`config.mk`:
```
export PLATFORM = sky130hd
export DESIGN_NAME = snake_field_builder_flat
export DESIGN_NICKNAME = d
export VERILOG_FILES = /design/src/rtl/snake_field_builder_if.sv /design/src/rtl/snake_field_builder.sv /design/src/flat_wrapper.sv
export SDC_FILE = /design/constraint.sdc
export NUM_CORES = 2
export LEC_CHECK = 0
export BUFFER_PORTS_ARGS = -buffer_cell sky130_fd_sc_hd__buf_2
export CAP_MARGIN = 10
export CORE_AREA = 4 4 767 769
export DETAILED_ROUTE_END_ITERATION = 10
export DIE_AREA = 0 0 771 773
export GPL_ROUTABILITY_DRIVEN = 0
export PLACE_DENSITY_LB_ADDON = 0.3
export SKIP_CTS_REPAIR_TIMING = 1
export SLEW_MARGIN = 30
export SYNTH_ARGS = -nofsm -noshare
export SYNTH_HDL_FRONTEND = slang
export SYNTH_SLANG_ARGS = --single-unit
```
`constraint.sdc`:
```
create_clock -name clk -period 10.2 [get_ports clk]
set_input_delay 0.51 -clock clk [delete_from_list [all_inputs] [get_ports clk]]
set_output_delay 0.51 -clock clk [all_outputs]
set_load 0.005 [all_outputs]
```
`src/rtl/snake_field_builder_if.sv`:
```
// Handshake and data bundle between the snake movement logic and snake_field_builder.
// The master modport is the upstream side; the slave modport is the builder.
interface snake_field_builder_if #(
  parameter int unsigned SIZE_X  = 10,
  parameter int unsigned SIZE_Y  = 10,
  parameter int unsigned CW      = 8,
  parameter int unsigned MAX_LEN = SIZE_X * SIZE_Y
);
  logic                          step;
  logic [15:0]                   length;
  logic [2*CW*MAX_LEN-1:0]       snake_xy;
  logic [CW-1:0]                 apple_x;
  logic [CW-1:0]                 apple_y;
  logic                          apple_valid;
  logic [SIZE_X*SIZE_Y-1:0]      block_map;
  logic                          busy;
  logic                          done;
  logic [2*SIZE_X*SIZE_Y-1:0]    field;
  logic [15:0]                   empty_cells;
  logic                          collision;
  logic                          out_of_range;

  modport master (
    output step, length, snake_xy, apple_x, apple_y, apple_valid, block_map,
    input  busy, done, field, empty_cells, collision, out_of_range
  );

  modport slave (
    input  step, length, snake_xy, apple_x, apple_y, apple_valid, block_map,
    output busy, done, field, empty_cells, collision, out_of_range
  );
endinterface

```
`src/rtl/snake_field_builder.sv`:
```
// Multi-cycle snake field builder: walls, snake segments, apple, then empty-cell count.
// Build option: SNAKE_FIELD_COLLIDE_EN enables the self/wall collision check and flag.
module snake_field_builder #(
  parameter int unsigned SIZE_X  = 10,
  parameter int unsigned SIZE_Y  = 10,
  parameter int unsigned CW      = 8,
  parameter int unsigned MAX_LEN = SIZE_X * SIZE_Y
) (
  input logic                  clk,
  input logic                  rst,
  snake_field_builder_if.slave bus
);

  localparam int unsigned N         = SIZE_X * SIZE_Y;
  localparam int unsigned AW        = (N > 1) ? $clog2(N) : 1;
  localparam int unsigned SW        = (MAX_LEN > 1) ? $clog2(MAX_LEN) : 1;
  localparam logic [15:0] LEN_MAX   = 16'(MAX_LEN);
  localparam logic [15:0] LAST_CELL = 16'(N - 1);

  typedef enum logic [2:0] {
    S_IDLE,
    S_SNAKE,
    S_APPLE,
    S_COUNT,
    S_DONE
  } state_t;

  state_t r_state;
  state_t w_next;

  logic [N-1:0][1:0]                r_map;
  logic [N-1:0][1:0]                r_field;
  logic [15:0]                      r_len;
  logic [15:0]                      r_idx;
  logic [15:0]                      r_cnt;
  logic [15:0]                      r_empty;
  logic [CW-1:0]                    r_ax;
  logic [CW-1:0]                    r_ay;
  logic                             r_av;
  logic                             r_oor;
  logic                             r_out_oor;
`ifdef SNAKE_FIELD_COLLIDE_EN
  logic                             r_coll;
  logic                             r_out_coll;
`endif

  logic [MAX_LEN-1:0][1:0][CW-1:0]  w_segs;
  logic [CW-1:0]                    w_seg_x;
  logic [CW-1:0]                    w_seg_y;
  logic                             w_seg_in;
  logic [AW-1:0]                    w_seg_cell;
  logic                             w_seg_blocked;
  logic                             w_apple_in;
  logic [AW-1:0]                    w_apple_cell;
  logic                             w_apple_ok;
  logic                             w_cell_empty;
  logic [15:0]                      w_cnt_next;
  logic [15:0]                      w_len_sat;
  logic                             w_accept;
  logic                             w_last_seg;
  logic                             w_last_cell;
  logic                             w_busy;
  logic                             w_done;

  assign w_segs     = bus.snake_xy;
  assign w_seg_x    = w_segs[SW'(r_idx)][0];
  assign w_seg_y    = w_segs[SW'(r_idx)][1];
  assign w_seg_in   = (32'(w_seg_x) < SIZE_X) && (32'(w_seg_y) < SIZE_Y);
  assign w_seg_cell = AW'(32'(w_seg_y) * SIZE_X + 32'(w_seg_x));

  // No apple cell (10) exists during SNAKE, so one bit distinguishes the cases:
  // bit0 marks 01/11 (occupied), bit1 marks 11 (wall).
`ifdef SNAKE_FIELD_COLLIDE_EN
  assign w_seg_blocked = r_map[w_seg_cell][0];
`else
  assign w_seg_blocked = r_map[w_seg_cell][1];
`endif

  assign w_apple_in   = (32'(r_ax) < SIZE_X) && (32'(r_ay) < SIZE_Y);
  assign w_apple_cell = AW'(32'(r_ay) * SIZE_X + 32'(r_ax));
  assign w_apple_ok   = r_av && w_apple_in && (r_map[w_apple_cell] == 2'b00);

  assign w_cell_empty = (r_map[AW'(r_idx)] == 2'b00);
  assign w_cnt_next   = r_cnt + {15'd0, w_cell_empty};

  assign w_len_sat   = (32'(bus.length) > MAX_LEN) ? LEN_MAX : bus.length;
  assign w_accept    = bus.step && ((r_state == S_IDLE) || (r_state == S_DONE));
  assign w_last_seg  = (r_idx == (r_len - 16'd1));
  assign w_last_cell = (r_idx == LAST_CELL);

  always_ff @(posedge clk) begin
    if (rst) r_state <= S_IDLE;
    else     r_state <= w_next;
  end

  always_comb begin
    w_next = r_state;
    w_busy = 1'b0;
    w_done = 1'b0;
    case (r_state)
      S_IDLE, S_DONE: begin
        w_done = (r_state == S_DONE);
        if (w_accept) w_next = (w_len_sat == 16'd0) ? S_APPLE : S_SNAKE;
        else          w_next = S_IDLE;
      end
      S_SNAKE: begin
        w_busy = 1'b1;
        if (w_last_seg) w_next = S_APPLE;
      end
      S_APPLE: begin
        w_busy = 1'b1;
        w_next = S_COUNT;
      end
      S_COUNT: begin
        w_busy = 1'b1;
        if (w_last_cell) w_next = S_DONE;
      end
      default: w_next = S_IDLE;
    endcase
  end

  always_ff @(posedge clk) begin
    if (rst) begin
      r_map     <= '0;
      r_field   <= '0;
      r_len     <= '0;
      r_idx     <= '0;
      r_cnt     <= '0;
      r_empty   <= '0;
      r_ax      <= '0;
      r_ay      <= '0;
      r_av      <= 1'b0;
      r_oor     <= 1'b0;
      r_out_oor <= 1'b0;
`ifdef SNAKE_FIELD_COLLIDE_EN
      r_coll     <= 1'b0;
      r_out_coll <= 1'b0;
`endif
    end else begin
      case (r_state)
        S_IDLE, S_DONE: begin
          if (w_accept) begin
            r_len <= w_len_sat;
            r_ax  <= bus.apple_x;
            r_ay  <= bus.apple_y;
            r_av  <= bus.apple_valid;
            for (int unsigned k = 0; k < N; k++) begin
              r_map[AW'(k)] <= {2{bus.block_map[AW'(k)]}};
            end
            r_idx <= '0;
            r_cnt <= '0;
            r_oor <= 1'b0;
`ifdef SNAKE_FIELD_COLLIDE_EN
            r_coll <= 1'b0;
`endif
          end
        end
        S_SNAKE: begin
          r_idx <= r_idx + 16'd1;
          if (!w_seg_in)          r_oor <= 1'b1;
          else if (!w_seg_blocked) r_map[w_seg_cell] <= 2'b01;
`ifdef SNAKE_FIELD_COLLIDE_EN
          else                     r_coll <= 1'b1;
`endif
        end
        S_APPLE: begin
          r_idx <= '0;
          if (w_apple_ok) r_map[w_apple_cell] <= 2'b10;
        end
        S_COUNT: begin
          r_idx <= r_idx + 16'd1;
          r_cnt <= w_cnt_next;
          // Publish on the last COUNT edge so results are already visible in the done cycle.
          if (w_last_cell) begin
            r_field   <= r_map;
            r_empty   <= w_cnt_next;
            r_out_oor <= r_oor;
`ifdef SNAKE_FIELD_COLLIDE_EN
            r_out_coll <= r_coll;
`endif
          end
        end
        default: ;
      endcase
    end
  end

  assign bus.busy         = w_busy;
  assign bus.done         = w_done;
  assign bus.field        = r_field;
  assign bus.empty_cells  = r_empty;
  assign bus.out_of_range = r_out_oor;
`ifdef SNAKE_FIELD_COLLIDE_EN
  assign bus.collision    = r_out_coll;
`else
  assign bus.collision    = 1'b0;
`endif

endmodule

```
`src/flat_wrapper.sv`:
```
// flat-port wrapper written by rule: the top's interface ports become plain ports
module snake_field_builder_flat 
#(
  parameter int unsigned SIZE_X  = 10,
  parameter int unsigned SIZE_Y  = 10,
  parameter int unsigned CW      = 8,
  parameter int unsigned MAX_LEN = SIZE_X * SIZE_Y
)
  (clk, rst, bus_step, bus_length, bus_snake_xy, bus_apple_x, bus_apple_y, bus_apple_valid, bus_block_map, bus_busy, bus_done, bus_field, bus_empty_cells, bus_collision, bus_out_of_range);
  snake_field_builder_if #(.SIZE_X(SIZE_X), .SIZE_Y(SIZE_Y), .CW(CW), .MAX_LEN(MAX_LEN)) bus_i ();
  input logic clk;
  input logic rst;
  input wire logic [$bits(bus_i.step)-1:0] bus_step;
  input wire logic [$bits(bus_i.length)-1:0] bus_length;
  input wire logic [$bits(bus_i.snake_xy)-1:0] bus_snake_xy;
  input wire logic [$bits(bus_i.apple_x)-1:0] bus_apple_x;
  input wire logic [$bits(bus_i.apple_y)-1:0] bus_apple_y;
  input wire logic [$bits(bus_i.apple_valid)-1:0] bus_apple_valid;
  input wire logic [$bits(bus_i.block_map)-1:0] bus_block_map;
  output wire logic [$bits(bus_i.busy)-1:0] bus_busy;
  output wire logic [$bits(bus_i.done)-1:0] bus_done;
  output wire logic [$bits(bus_i.field)-1:0] bus_field;
  output wire logic [$bits(bus_i.empty_cells)-1:0] bus_empty_cells;
  output wire logic [$bits(bus_i.collision)-1:0] bus_collision;
  output wire logic [$bits(bus_i.out_of_range)-1:0] bus_out_of_range;
  assign bus_i.step = bus_step;
  assign bus_i.length = bus_length;
  assign bus_i.snake_xy = bus_snake_xy;
  assign bus_i.apple_x = bus_apple_x;
  assign bus_i.apple_y = bus_apple_y;
  assign bus_i.apple_valid = bus_apple_valid;
  assign bus_i.block_map = bus_block_map;
  assign bus_busy = bus_i.busy;
  assign bus_done = bus_i.done;
  assign bus_field = bus_i.field;
  assign bus_empty_cells = bus_i.empty_cells;
  assign bus_collision = bus_i.collision;
  assign bus_out_of_range = bus_i.out_of_range;
  snake_field_builder #(.SIZE_X(SIZE_X), .SIZE_Y(SIZE_Y), .CW(CW), .MAX_LEN(MAX_LEN)) u_core (.clk(clk), .rst(rst), .bus(bus_i));
endmodule
```
==> metrics.yaml <==
power:
  vdd_ir_drop_max_v: 0.000320
  power_leakage_uw: 0.0216
  power_uw: 16300
  p_per_area_nw_per_um2: 259
drt:
  vias: 53363
  route.detailed.drc: 0
  wl_per_cell_um: 36.8
  antenna_left: 0
  routed_wl_um: 538000
  first_pass_iters: 6
  drtIter0Drc: 6522
  avgViaCountPerCell: 3.65
yosys:
  synth_edf_count: 0
  synth_compound_area_share_pct: 26.5
  synth_mux_area_share_pct: 25.0
  synth_top_family_by_area: "compound AO/OA/AOI/OAI gates"
  synth_cells: 4453
  synthAdderAreaFrac_pct: 0.898
  synth-seq-cells: 486
  synthFlopType: "dfxtp_1"
  ys_seq_area_share_pct: 24.6
  synth_simple_gate_area_share_pct: 15.3
  synth_nets: 6215
  netlist_area_sq_um: 39600
  synth_xor_area_share_pct: 1.59
  ys_warn_count: 0
  avgSynthCellArea_sq_um: 8.89
  ys_types: 94
  async_flop_share_pct: 0
sta:
  fin_setup_tns_ps: 0
  rsz0062_at_grt: "no"
  finalHoldViolations: 0
  fmaxAchievable_mhz: 114
  finalCritPeriodShare_pct: 85.6
  worstMarginPinSlew_ps: 1210
  setup-violations-final: 0
  slew_headroom_pct: 18.6
  clock_skew_ps: 135
  layout_min_cycle_time_ps: 8730
  drv_slew: 0
setup_path:
  crit_required_ps: 10910
  crit_chain: "buf_12 > buf_4 > mux2i_1 > nor3_1 > a2111oi_0 > a22oi_1 > o311a_1 > ha_1 > inv_1 > fa_1 > inv_1 > ha_1 > a21oi_1 > xnor2_1 > xnor2_1 > xnor2_2 > buf_4 > o22ai_1 > o32ai_4 > nand2_8 > buf_12 > o2bb2ai_2"
  max_stage_delay_ps: 870
  critPathCaptureType: "register"
  cp_max_fo: 82
  crit_path_start_kind: "register"
  rr_worst_depth: 22
  critical_path_class: "reg2reg"
  arrival_ps: 9440
  crit_slowest_cell: "a2111oi_0"
cts:
  ctsRootBufferMaster: "clkbuf_16"
  cts_tree: "done"
  clk_pin_slew_ps: 60
  ctsLongestPathBuffers: 4
  cts_buffers: 73
  cts-htree-levels: 3
  clock_latency_ps: 850
  clkSinkCount: 486
run:
  drv_cap: 0
die:
  core-area_sq_um: 581000
  die_h_um: 773
  pin_count: 1956
  start_util_pct: 6.81
  die_w_um: 771
  dieArea_sq_um: 596000
  num_rows: 280
placement:
  post-dp-hpwl_um: 469000
  dp.cells: 13925
  port_buffers: 1954
global_route:
  grt_pass1_wl_um: 646000
  grt.total_usage_pct: 17.2
  antenna_found_initial: 386
  met1_usage_pct: 19.8
  grt_pass1_vias: 49485
  grtUsageMet2_pct: 25.6
  busiest_layer: "met2"
  overflow: 0
  grt_max_degree: 96
  met3_usage_pct: 8.61
finish:
  mostFrequentLayoutCell: "buf_2"
  syn2layout_area_growth_pct: 59.4
  num-nets-final: 8033
  final_core_util_pct: 10.9
  layoutNonFillerInstCount: 14617
  layout_common_cells: "buf_2 (1953), nand2_1 (635), a21oi_1 (607)"
  layout-drive-gt1-share_pct: 46.7
  fillCellCount: 67940
min_path:
  hold_depth: 3
  hold_class: "in2reg"
status:
  outcome: "complete, no violations"
cell usage after synthesis, drive strengths merged (55+ instances only):
master	instances	area, sq um
nand2	638	2400
a21oi	611	3070
dfxtp	486	9730
mux4	382	8600
nor2	356	1340
clkbuf	271	1020
buf	184	1320
o21ai	145	726
o2bb2ai	140	1910
a211oi	134	1010
nor3	123	621
mux2i	78	781
o22ai	72	450
nand3	59	295
a31oi	55	344
layout make-up:
cell class	instances	area, sq um	area share, %
well taps	7755	9700	15.4
inverters	28	115	0.182
repair buffers	2198	11900	18.9
flip-flops and latches	486	9760	15.5
multi-input cells	3484	28000	44.3
clock buffers	94	1970	3.12
diodes	540	1350	2.14
clock inverters	32	320	0.508
per-layer routing:
metal	share of wire, %	wire length, um
met1	38	204000
met2	42	226000
met3	13	69500
met4	6.9	37300
met5	0.23	1250
state kept, by name, indices dropped and copies added, names as in the netlist:
register	cells
u_core.bus.field	200
u_core.r_av	1
u_core.r_idx	16
u_core.r_state	3
u_core.bus.out_of_range	1
u_core.r_ay	8
u_core.r_map	200
u_core.r_len	16
u_core.bus.empty_cells	16
u_core.r_ax	8
u_core.r_oor	1
u_core.r_cnt	16
metrics by stage:
stage	hold WS [ps]	setup slack, ps	area, sq um
floorplan	431	2940	39600
global placement	443	924	59000
detailed placement	445	1470	59100
CTS	-99.3	1500	61400
global route	1.42	1160	62900
finish	5.16	1470	63100
cells by family after synthesis:
family          count (synthesis)
mux                           504
xor+xnor                       72
flops                         486
buf+inv                       483
fa+ha+maj                      26
other cells                     1
simple gates                 1381
compound gates               1500
path summary, 6_finish.rpt:
path                                           start                    to  slack, ps
worst max register to register       u_core.r_idx[1]     u_core.r_map[104]       1470
worst min register to register  u_core.bus.field[26]  u_core.bus.field[26]        450
worst max-delay path                 u_core.r_idx[1]     u_core.r_map[104]       1470
worst min-delay path                bus_block_map[6]      u_core.r_map[13]          5
worst max-delay path: cells and delay by family, from the launching register on:
kind	cells	cell delay, ps
fa+ha+maj	3	1190
xor+xnor	3	890
mux	1	510
flops	1	800
compound gates	7	2660
simple gates	2	600
buf+inv	6	1730
power breakdown:
| group | switching, uW | internal (uW) | total (uW) |
|---|---|---|---|
| clock network | 1140 | 1470 | 2600 |
| registers | 1110 | 2300 | 3420 |
| logic | 7150 | 3170 | 10300 |
Note: power is estimated with default switching activity, not from simulation.
